File: config.mk
export PLATFORM = sky130hd
export DESIGN_NAME = alu_arbiter
export DESIGN_NICKNAME = d
export VERILOG_FILES = /design/src/rtl/alu_arbiter.sv
export SDC_FILE = /design/constraint.sdc
export NUM_CORES = 1
export LEC_CHECK = 0
export ABC_CLOCK_PERIOD_IN_PS = 6480
export BUFFER_PORTS_ARGS = -buffer_cell sky130_fd_sc_hd__buf_4
export CAP_MARGIN = 15
export CORE_MARGIN = 1.5
export CORE_UTILIZATION = 30
export CTS_CLUSTER_SIZE = 20
export DETAILED_ROUTE_END_ITERATION = 12
export SETUP_SLACK_MARGIN = 0.1
export SLEW_MARGIN = 20
export SYNTH_ARGS = -nofsm -noshare
export SYNTH_HDL_FRONTEND = slang
export SYNTH_SLANG_ARGS = --single-unit
File: constraint.sdc
create_clock -name clk -period 6.48 [get_ports clk]
set_clock_uncertainty 0.1 [all_clocks]
set_input_delay 1.62 -clock clk [delete_from_list [all_inputs] [get_ports clk]]
set_output_delay 1.62 -clock clk [all_outputs]
set_load 0.005 [all_outputs]
File: src/rtl/alu_arbiter.sv
// Round-robin sequencer sharing one 32-bit ALU between two requesters (req0, req1).
// Optional ALU_ARB_DIV0_GUARD_EN: answers DIV-by-zero locally without issuing it to the ALU.
module alu_arbiter #(
   parameter int unsigned ALU_LATENCY = 1,
   parameter logic [3:0]  IDLE_CTRL   = 4'b1111
) (
   input  logic        clk,
   input  logic        rst_n,
   input  logic        req0_valid,
   output logic        req0_ready,
   input  logic [3:0]  req0_ctrl,
   input  logic [31:0] req0_op1,
   input  logic [31:0] req0_op2,
   input  logic [4:0]  req0_shamnt,
   input  logic        req1_valid,
   output logic        req1_ready,
   input  logic [3:0]  req1_ctrl,
   input  logic [31:0] req1_op1,
   input  logic [31:0] req1_op2,
   input  logic [4:0]  req1_shamnt,
   output logic        rsp0_valid,
   input  logic        rsp0_ready,
   output logic [31:0] rsp0_result,
   output logic [7:0]  rsp0_status,
   output logic        rsp1_valid,
   input  logic        rsp1_ready,
   output logic [31:0] rsp1_result,
   output logic [7:0]  rsp1_status,
   output logic [3:0]  alu_ctrl,
   output logic [31:0] alu_op1,
   output logic [31:0] alu_op2,
   output logic [4:0]  alu_shamnt,
   input  logic [31:0] alu_result,
   input  logic [7:0]  alu_status,
   output logic        busy
);

   localparam logic [3:0] CntInit = 4'(ALU_LATENCY - 1);
   localparam logic [3:0] DivCtrl = 4'b1001;

   typedef enum logic [1:0] {StIdle, StSetup, StExec, StResp} state_e;

   state_e      state_q, state_d;
   logic        rr_ptr_q, rr_ptr_d;
   logic        owner_q;
   logic [3:0]  ctrl_q;
   logic [31:0] op1_q, op2_q;
   logic [4:0]  shamnt_q;
   logic [3:0]  cnt_q, cnt_d;
   logic [31:0] rsp0_result_q, rsp1_result_q;
   logic [7:0]  rsp0_status_q, rsp1_status_q;

   logic        grant0, grant1, accept, acc_owner;
   logic [3:0]  acc_ctrl;
   logic [31:0] acc_op1, acc_op2;
   logic [4:0]  acc_shamnt;
   logic        div0_hit, cap_alu, cap_div0, rsp_hs;

   // Grant is purely combinational; rr_ptr only breaks ties.
   assign grant0     = req0_valid && (!req1_valid || !rr_ptr_q);
   assign grant1     = req1_valid && (!req0_valid || rr_ptr_q);
   assign req0_ready = (state_q == StIdle) && grant0;
   assign req1_ready = (state_q == StIdle) && grant1;
   assign accept     = req0_ready || req1_ready;
   assign acc_owner  = req1_ready;
   assign acc_ctrl   = acc_owner ? req1_ctrl   : req0_ctrl;
   assign acc_op1    = acc_owner ? req1_op1    : req0_op1;
   assign acc_op2    = acc_owner ? req1_op2    : req0_op2;
   assign acc_shamnt = acc_owner ? req1_shamnt : req0_shamnt;

`ifdef ALU_ARB_DIV0_GUARD_EN
   assign div0_hit = (acc_ctrl == DivCtrl) && (acc_op2 == 32'd0);
`else
   assign div0_hit = 1'b0;
`endif

   assign cap_alu  = (state_q == StExec) && (cnt_q == 4'd0);
   assign cap_div0 = accept && div0_hit;
   assign rsp_hs   = (state_q == StResp) && (owner_q ? rsp1_ready : rsp0_ready);

   always_comb begin
      state_d  = state_q;
      rr_ptr_d = rr_ptr_q;
      cnt_d    = cnt_q;
      unique case (state_q)
         StIdle: begin
            if (accept) state_d = div0_hit ? StResp : StSetup;
         end
         StSetup: begin
            state_d = StExec;
            cnt_d   = CntInit;
         end
         StExec: begin
            if (cnt_q == 4'd0) state_d = StResp;
            else               cnt_d   = cnt_q - 4'd1;
         end
         StResp: begin
            if (rsp_hs) begin
               state_d  = StIdle;
               rr_ptr_d = ~owner_q;
            end
         end
         default: state_d = StIdle;
      endcase
   end

   always_ff @(posedge clk or negedge rst_n) begin
      if (!rst_n) begin
         state_q  <= StIdle;
         rr_ptr_q <= 1'b0;
         cnt_q    <= 4'd0;
         owner_q  <= 1'b0;
         ctrl_q   <= IDLE_CTRL;
         op1_q    <= 32'd0;
         op2_q    <= 32'd0;
         shamnt_q <= 5'd0;
      end else begin
         state_q  <= state_d;
         rr_ptr_q <= rr_ptr_d;
         cnt_q    <= cnt_d;
         if (accept) begin
            owner_q  <= acc_owner;
            ctrl_q   <= acc_ctrl;
            op1_q    <= acc_op1;
            op2_q    <= acc_op2;
            shamnt_q <= acc_shamnt;
         end
      end
   end

   // Response registers only change on capture, so they stay stable through RESP.
   always_ff @(posedge clk or negedge rst_n) begin
      if (!rst_n) begin
         rsp0_result_q <= 32'd0;
         rsp0_status_q <= 8'd0;
         rsp1_result_q <= 32'd0;
         rsp1_status_q <= 8'd0;
      end else if (cap_alu) begin
         if (owner_q) begin
            rsp1_result_q <= alu_result;
            rsp1_status_q <= alu_status;
         end else begin
            rsp0_result_q <= alu_result;
            rsp0_status_q <= alu_status;
         end
      end else if (cap_div0) begin
         if (acc_owner) begin
            rsp1_result_q <= 32'd0;
            rsp1_status_q <= 8'b1000_0100;
         end else begin
            rsp0_result_q <= 32'd0;
            rsp0_status_q <= 8'b1000_0100;
         end
      end
   end

   // Opcode only leaves IDLE_CTRL in EXEC, so operands always settle first.
   assign alu_ctrl    = (state_q == StExec) ? ctrl_q : IDLE_CTRL;
   assign alu_op1     = op1_q;
   assign alu_op2     = op2_q;
   assign alu_shamnt  = shamnt_q;
   assign busy        = (state_q != StIdle);
   assign rsp0_valid  = (state_q == StResp) && !owner_q;
   assign rsp1_valid  = (state_q == StResp) && owner_q;
   assign rsp0_result = rsp0_result_q;
   assign rsp0_status = rsp0_status_q;
   assign rsp1_result = rsp1_result_q;
   assign rsp1_status = rsp1_status_q;

endmodule

==> results of run 1 <==
-- sequential cells by signal, indices dropped and copies added, names as in the netlist --
register and cells:
alu_op1 32, alu_op2 32, alu_shamnt 5, cnt_q 4, ctrl_q 4, owner_q 1, rr_ptr_q 1, rsp0_result 32
rsp0_status 8, rsp1_result 32, rsp1_status 8, state_q 2
-- path summary, 6_finish.rpt --
check,slack [ps],end,startpoint
min in group asynchronous,1050,rsp1_result[20]$_DFFE_PN0P_,rst_n
worst min register to register,400,ctrl_q[1]$_DFFE_PN1P_,ctrl_q[1]$_DFFE_PN1P_
max in group asynchronous,4080,rsp0_status[2]$_DFFE_PN0P_,rst_n
worst min-delay path,400,ctrl_q[1]$_DFFE_PN1P_,ctrl_q[1]$_DFFE_PN1P_
worst max register to register,3580,alu_shamnt[1]$_DFFE_PN0P_,state_q[1]$_DFFE_PN0P_
worst max-delay path,2340,req1_ready,req0_valid
-- worst min-delay path, cell delays in order, from the launching register on --
cell and delay, ps:
dfstp_2 370, nor2_1 90, a31oi_1 40
-- logic make-up after synthesis --
logic type | Yosys count | synth area share (%)
and+or+nand+nor | 172 | 14.6
muxes | 83 | 12.7
adders and majority gates | 5 | 0.853
AOI/OAI and AO/OA | 164 | 12.8
buffers and inverters | 64 | 4.06
DFF | 161 | 55.0
-- report_power, final --
| group | leakage, nW | internal [mW] | switching [mW] |
|---|---|---|---|
| Combinational | 2.68 | 1.22 | 0.942 |
| Sequential | 1.84 | 1.52 | 0.280 |
| Clock | 0.283 | 0.518 | 0.489 |
-- through the flow --
step | setup slack, ps | utilization [%] | std cells | hold slack [ps] | power [mW]
2_1_floorplan | 2520 | - | 649 | 378 | 2.89
3_3_place_gp | 2430 | 42.0 | 1271 | 387 | 3.98
3_5_place_dp | 2400 | 42.0 | 1271 | 393 | 4.03
4_1_cts | 2400 | 44.5 | 1303 | 404 | 5.05
5_1_grt | 2380 | 44.5 | 1304 | 424 | 5.35
6_report | 2340 | 44.5 | 1304 | 403 | 4.97
-- cell type report --
type	instances	area, sq um	share of cell area (%)
Sequential cell	161	4030	37.5
Multi-Input combinational cell	424	3030	28.1
Timing Repair Buffer	356	2680	24.9
Clock buffer	17	425	3.95
Tap cell	324	405	3.77
Clock inverter	15	165	1.53
Inverter	6	22.5	0.209
Antenna cell	1	2.50	0.0232
-- routing by layer --
metal | vias up | part of all wire, %
li1 | 2980 | -
met3 | 20 | 8.3
met5 | - | 0.061
met1 | 2863 | 43
met2 | 231 | 47
met4 | 2 | 1.4
-- placed cells by master (no fill, tap or decap), types with 2 or more instances in the layout --
master / n
buf_4: 353
dfrtp_1: 157
mux2_2: 80
o21ai_0: 78
nor2_1: 75
a31oi_1: 73
or3b_2: 44
or3b_1: 30
clkbuf_16: 17
nand2_1: 7
inv_1: 5
ha_1: 5
nand2b_1: 4
inv_8: 4
clkinv_8: 4
dfstp_2: 4
mux2i_1: 3
o211ai_1: 3
inv_6: 3
buf_6: 3
nor2b_1: 2
a21oi_1: 2
o22ai_1: 2
nor3_1: 2
a211oi_1: 2
clkinvlp_4: 2
==> summary.md, run 1 <==
| Metric | Value |
|---|---|
| Slew Limit Fails | `0` |
| Synth Instances | `649` |
| Slew HR | `40.4%` |
| Hold crit path type | `reg -> reg` |
| Final period util | `64.0%` |
| Die height | `159 um` |
| FMAX | `241 MHz` |
| Synth-to-Final Area Change | `46.8%` |
| GR Util met1 | `21.3%` |
| Largest cells by area after synthesis | `dfrtp_1, mux2_2, a31oi_1` |
| HPWL Detailed | `15000 um` |
| H-tree Lvls | `4` |
| Max Cap Viol | `0` |
| Clk sink count | `161` |
| I/O pin count | `350` |
| Fin nets | `1163` |
| Post-synth ARST share | `100%` |
| Design Area, Final | `0.0108 sq mm` |
| Final hold viol count | `0` |
| DRT iter0 DRCs | `201` |
| Top cells by count, synth | `dfrtp_1, mux2_2, o21ai_0` |
| Crit-path max FO | `4` |
| CTS buffer count | `17` |
| Worst path most repeated cell | `buf_4` |
| Cell Area, Synth | `0.00733 sq mm` |
| Vias in the first global route | `6099` |
| WP depth | `4` |
| Wire per inst | `16.3 um` |
| Clk Tree Root Cell | `clkbuf_16` |
| Crit path launch type | `primary input` |
| Static leakage power | `4.80 nW` |
| Setup tns final | `0 ps` |
| CTS Buffer Depth | `2` |
| DR pass1 iterations | `4` |
| Crit-path leading delay family | `simple AND/OR/NAND/NOR gates` |
| Resize count post-CTS | `0` |
| Kind of critical path | `in -> out` |
| Core Rows | `57` |
| Remaining Overflow, GRT | `0` |
| Pin count of the biggest net entering global routing | `147` |
| Initial Util | `30.3%` |
| Synthesis Warnings | `0` |
| Synth top area share | `53.6%` |
| Post-DP Area | `0.0102 sq mm` |
| Most frequent cell after synthesis | `dfrtp_1` |
| Total GRT Usage | `17.0%` |
| Layout cells sized above 1 | `53.3%` |
| Global Route met3 Usage | `6.67%` |
| Worst vdd ir | `0.622 mV` |
| Met2 usage | `27.3%` |
| Routed vias | `6096` |
| Fin crit period | `4140 ps` |
| Seq/Total Area, Yosys | `55.0%` |
| Die ar. | `0.0254 sq mm` |
| Synthesis-stage register bit count | `161` |
| Fillers | `2330` |
| Hold-fix buffers, CTS | `0` |
| First-pass GRT wire length | `34100 um` |
| Crit-path max cell delay | `350 ps` |
| EDFF count, synth | `0` |
| Routed WL | `21300 um` |
| Yosys top cell by area | `dfrtp_1` |
| Post-CTS setup buffer count | `0` |
| Top_reg_cell synth | `dfrtp_1` |
| Avg Synthesized Cell Area | `11.3 sq um` |
| Critical Path Sink Type | `output port` |
| PD cells | `462 mW/mm^2` |
| Worst path cell trace | `buf_4 > nor2b_4 > nor2_1 > buf_4` |
| Clk_lat worst skew | `420 ps` |
| GRT Max-Usage Layer | `met2` |
| Critical Path AT | `2420 ps` |
| # port buffers | `349` |
| CTS tree | `built` |
| Core area | `0.0242 sq mm` |
| Buffers & Inverters on Critical Path | `2` |
| Worst EP required | `4760 ps` |
| Synth cell types | `35` |
| Reg2reg path depth | `6` |
| Final ANT Viol Nets | `0` |
| WHS Path Cells | `2` |
| Vias per cell | `4.67` |
| Slew @ Worst Pin | `893 ps` |
| Initial antenna violation count | `2` |
| CTS clk-pin slew, worst paths | `70 ps` |
| GP Congestion | `0.743` |
| Run status | `finished clean` |
| DRC errors left | `0` |
| Synthesized Nets | `846` |
| DIE WIDTH | `159 um` |
| Final setup vio count | `0` |
| Critical-path top delay cell | `nor2_1` |
| Unrepaired setup endpoints after global routing | `no` |
(Power assumes the default switching activity.)
==> run 2: changes to the inputs <==
ABC_CLOCK_PERIOD_IN_PS = 4100   (was 6480)
clock period = 4.1 ns   (was 6.48 ns; I/O delays follow)
==> summary.md, run 2 (same netlist as run 1, synthesis figures left out) <==
| Metric | Value |
|---|---|
| Run status | `finished clean` |
| Routed vias | `6122` |
| Worst vdd ir | `0.370 mV` |
| Reg power frac | `36.1%` |
| Sw Ratio | `34.4%` |
| Layout Cells excl Fill | `1304` |
| DRT iter0 DRCs | `297` |
| Net Switching | `2.72 mW` |
| GP Congestion | `0.774` |
| Die height | `159 um` |
| Fin Hold WS | `399 ps` |
| Resize count post-CTS | `0` |
| Routed WL | `21500 um` |
| PD cells | `732 mW/mm^2` |
| CTS tree | `built` |
| Util after Layout | `44.7%` |
| Hold crit path type | `reg -> reg` |
| Unrepaired setup endpoints after global routing | `no` |
| Slew HR | `52.8%` |
| Slew Limit Fails | `0` |
| R2r setup slk | `1490 ps` |
| Commonest cells after routing, fill and taps aside | `buf_4, dfrtp_1, mux2_2` |
| Layout cells sized above 1 | `53.4%` |
| P_int | `5.20 mW` |
| Reg2reg path depth | `6` |
| H-tree Lvls | `4` |
| Pre-CTS WS | `1240 ps` |
| Setup ws final | `1000 ps` |
| CTS Buffer Depth | `2` |
| Vias in the first global route | `6034` |
| Reg-to-Reg End | `rsp0_status[1]$_DFFE_PN0P_` |
| Synth-to-Final Area Change | `47.4%` |
| HPWL Detailed | `15000 um` |
| DRC errors left | `0` |
| Critical Path Sink Type | `output port` |
| Static leakage power | `4.83 nW` |
| Initial antenna violation count | `0` |
| Initial Util | `30.3%` |
| Clk Tree Root Cell | `clkbuf_16` |
| Worst r2r src | `state_q[0]$_DFFE_PN0P_` |
| Remaining Overflow, GRT | `0` |
| CP Launch Point | `state_q[1]$_DFFE_PN0P_` |
| Area taken by multi-input logic gates | `0.00303 sq mm` |
| Combinational share of power | `43.6%` |
| # port buffers | `349` |
| CTS clk-pin slew, worst paths | `70 ps` |
| Worst EP required | `2970 ps` |
| Final setup vio count | `0` |
| Pin count of the biggest net entering global routing | `147` |
| Worst Setup EP | `req1_ready` |
| DIE WIDTH | `159 um` |
| Setup tns final | `0 ps` |
| First-pass GRT wire length | `34200 um` |
| Final hold viol count | `0` |
| Total GRT Usage | `16.9%` |
| FMAX | `323 MHz` |
| Crit-path max FO | `5` |
| Dpl cells | `1272` |
| Commonest non-fill, non-tap cell in the layout | `buf_4` |
| DR pass1 iterations | `4` |
| CTS buffer count | `17` |
| Sequential cell area | `0.00403 sq mm` |
| Final ANT Viol Nets | `0` |
| Clk_lat worst skew | `420 ps` |
| Wire per inst | `16.5 um` |
| Critical Path AT | `1970 ps` |
| Clk sink count | `161` |
| I/O pin count | `350` |
| Core area | `0.0242 sq mm` |
| Die ar. | `0.0254 sq mm` |
| N_diodes | `0` |
| Fillers | `2341` |
| Clock power frac | `20.4%` |
| Hold-fix buffers, CTS | `0` |
| Max Cap Viol | `0` |
| Core Rows | `57` |
| Fin nets | `1164` |
| Kind of critical path | `reg -> out` |
| Vias per cell | `4.69` |
| Post-CTS setup buffer count | `0` |
| Final period util | `75.6%` |
| Fin crit period | `3100 ps` |
| Crit path launch type | `register` |
| Slew @ Worst Pin | `709 ps` |
run 2: changes by cell type in the layout (fill, tap and decap cells not counted), sizes merged:
| cell | change |
|---|---|
| diode | -1 |
| clkinv | -2 |
| clkbuf | +1 |
| inv | +2 |
| clkinvlp | -1 |
| buf | +1 |
run 2: layout make-up:
class | instances | area share (%)
Inverter | 6 | 0.208
Clock buffer | 18 | 4.06
Clock inverter | 14 | 1.40
Tap cell | 324 | 3.75
Timing Repair Buffer | 357 | 25.3
Sequential cell | 161 | 37.3
Multi-Input combinational cell | 424 | 28.0
run 2: worst min-delay path by stage:
stage	start	end	slack, ps	cells after the start
after floorplan	ctrl_q[0]$_DFFE_PN1P_	ctrl_q[0]$_DFFE_PN1P_	380	2
after global placement	rsp1_status[7]$_DFFE_PN0P_	rsp1_status[7]$_DFFE_PN0P_	390	1
after detailed placement	ctrl_q[1]$_DFFE_PN1P_	ctrl_q[1]$_DFFE_PN1P_	390	2
after CTS	ctrl_q[1]$_DFFE_PN1P_	ctrl_q[1]$_DFFE_PN1P_	400	2
after global routing	rsp1_status[1]$_DFFE_PN0P_	rsp1_status[1]$_DFFE_PN0P_	420	1
final	ctrl_q[1]$_DFFE_PN1P_	ctrl_q[1]$_DFFE_PN1P_	400	2
run 2: layer usage:
metal	GRT usage (%)	vias up	wire length [um]
met5	0	-	0
met4	3.95	0	251
met3	5.91	16	1630
met2	26.3	237	9880
met1	22.7	2876	9740
li1	-	2993	-
run 2: critical path, cell delays in order, from the launching register on:
cell and delay (ps):
dfrtp_1 440, inv_1 120, ha_1 250, buf_4 210
nand2_4 70, nor2_1 300, buf_4 180
run 2: stage by stage:
step           power, mW  area [sq um]
2_1_floorplan       4.57          7330
3_3_place_gp        6.34         10200
3_5_place_dp        6.40         10200
4_1_cts             8.04         10800
5_1_grt             8.51         10800
6_report            7.92         10800
run 2: power groups by stage:
stage | Clock, mW | Sequential (mW) | Combinational (mW)
2_1_floorplan | 0 | 2.88 | 1.69
3_3_place_gp | 0 | 2.87 | 3.47
3_5_place_dp | 0 | 2.89 | 3.51
4_1_cts | 1.67 | 2.87 | 3.51
5_1_grt | 1.75 | 2.97 | 3.79
6_report | 1.61 | 2.85 | 3.45
==> run 3: changes to the inputs <==
ABC_CLOCK_PERIOD_IN_PS = 2700   (was 4100)
clock period = 2.7 ns   (was 4.1 ns; I/O delays follow)
==> summary.md, run 3 (same netlist as run 1, synthesis figures left out) <==
| Metric | Value |
|---|---|
| Run status | `finished clean` |
| Buffers & Inverters on Critical Path | `2` |
| Wire per inst | `16.2 um` |
| Final period util | `91.3%` |
| Max Cap Viol | `0` |
| Fin nets | `1168` |
| Final ANT Viol Nets | `0` |
| Pre-CTS WS | `472 ps` |
| Vias per cell | `4.65` |
| CTS Buffer Depth | `2` |
| Clk Tree Root Cell | `clkbuf_16` |
| CTS clk-pin slew, worst paths | `80 ps` |
| Initial antenna violation count | `1` |
| DRC errors left | `0` |
| Fin crit period | `2460 ps` |
| Pin count of the biggest net entering global routing | `147` |
| Die ar. | `0.0254 sq mm` |
| Core Rows | `57` |
| Setup tns final | `0 ps` |
| Worst EP required | `1920 ps` |
| Die height | `159 um` |
| DR pass1 iterations | `4` |
| Routed WL | `21200 um` |
| Critical Path Sink Type | `output port` |
| Routed vias | `6095` |
| H-tree Lvls | `4` |
| Commonest cells after routing, fill and taps aside | `buf_4, dfrtp_1, mux2_2` |
| Worst path cell trace | `inv_1 > ha_2 > nand2_4 > nor2_1 > buf_4` |
| Critical-path top delay cell | `dfrtp_1` |
| Crit path launch type | `register` |
| Slew Limit Fails | `0` |
| # port buffers | `349` |
| Worst r2r src | `state_q[0]$_DFFE_PN0P_` |
| Hold crit path type | `in -> async` |
| Critical Path AT | `1690 ps` |
| Worst vdd ir | `0.438 mV` |
| Final setup vio count | `0` |
| Total GRT Usage | `16.7%` |
| CTS tree | `built` |
| Slew HR | `61.4%` |
| Vias in the first global route | `5965` |
| Crit-path max FO | `8` |
| DIE WIDTH | `159 um` |
| First-pass GRT wire length | `33800 um` |
| Static leakage power | `4.86 nW` |
| Synth-to-Final Area Change | `48.5%` |
| Initial Util | `30.3%` |
| Setup ws final | `236 ps` |
| Post-CTS setup buffer count | `0` |
| Commonest non-fill, non-tap cell in the layout | `buf_4` |
| Hold-fix buffers, CTS | `0` |
| CP Launch Point | `state_q[1]$_DFFE_PN0P_` |
| I/O pin count | `350` |
| Clk sink count | `161` |
| Final hold viol count | `0` |
| HPWL Detailed | `15100 um` |
| Unrepaired setup endpoints after global routing | `yes` |
| Clk_lat worst skew | `420 ps` |
| DRT iter0 DRCs | `265` |
| FMAX | `406 MHz` |
| Layout cells sized above 1 | `53.7%` |
| Util after Layout | `45.1%` |
| Slew @ Worst Pin | `579 ps` |
| CTS buffer count | `17` |
| PD cells | `1110 mW/mm^2` |
| Crit-path max cell delay | `430 ps` |
| Kind of critical path | `reg -> out` |
| Crit-path leading delay family | `flip-flops` |
| Core area | `0.0242 sq mm` |
| Remaining Overflow, GRT | `0` |
| GP Congestion | `0.746` |
run 3: cell types whose count changed in the layout (fill, tap and decap cells not counted), sizes merged:
cell and change:
buf +4, diode +2, clkinv +1, inv -1
run 3: through the flow:
step / hold WS (ps) / instance area [sq um] / std cells / power [mW]
after floorplan: 279 / 7330 / 649 / 6.94
after global placement: 389 / 10300 / 1276 / 9.67
after detailed placement: 388 / 10300 / 1276 / 9.78
after CTS: 0.218 / 10900 / 1308 / 12.3
after global routing: 7.86 / 10900 / 1309 / 13.0
final: 15.0 / 10900 / 1310 / 12.1
run 3: layout make-up:
type,count,area [sq um]
Antenna cell,2,5.00
Clock buffer,18,439
Clock inverter,14,156
Fill cell,2353,13300
Inverter,6,22.5
Multi-Input combinational cell,424,3030
Sequential cell,161,4030
Tap cell,324,405
Timing Repair Buffer,361,2800
run 3: routing by layer:
metal,GRT usage (%),part of all wire [%],wire (um),vias to the layer above
li1,-,-,-,2983
met1,21.1,42,8990,2861
met2,26.4,47,9980,234
met3,7.06,8.9,1890,17
met5,0,0,0,-
met4,4.16,1.4,301,0
run 3: worst register-to-register path, stage by stage (launching register included):
cell	delay [ps]
dfrtp_1	420
inv_1	120
ha_1	190
clkinv_1	270
nor3_4	320
buf_12	250
mux2_2	380
run 3: where the power goes:
group          internal [mW]  switching [mW]
Combinational           3.03            2.26
Sequential              3.65           0.673
Clock                   1.27            1.17
Total                   7.95            4.10
run 3: what timing repair did:
item,CTS,global route
endpoints found under the setup margin,0,2
hold endpoints to repair,0,0
resized for setup,0,1
run 3: worst paths after layout:
check | cells past startpoint | slack [ps] | endpoint
hold reg to reg | 2 | 400 | ctrl_q[0]$_DFFE_PN1P_
max in group asynchronous | 2 | 1800 | ctrl_q[0]$_DFFE_PN1P_
hold / removal | 1 | 20 | rsp0_result[25]$_DFFE_PN0P_
setup reg to reg | 6 | 530 | rsp0_result[7]$_DFFE_PN0P_
min in group clk | 2 | 390 | rsp0_result[13]$_DFFE_PN0P_
setup / recovery | 5 | 240 | req1_ready
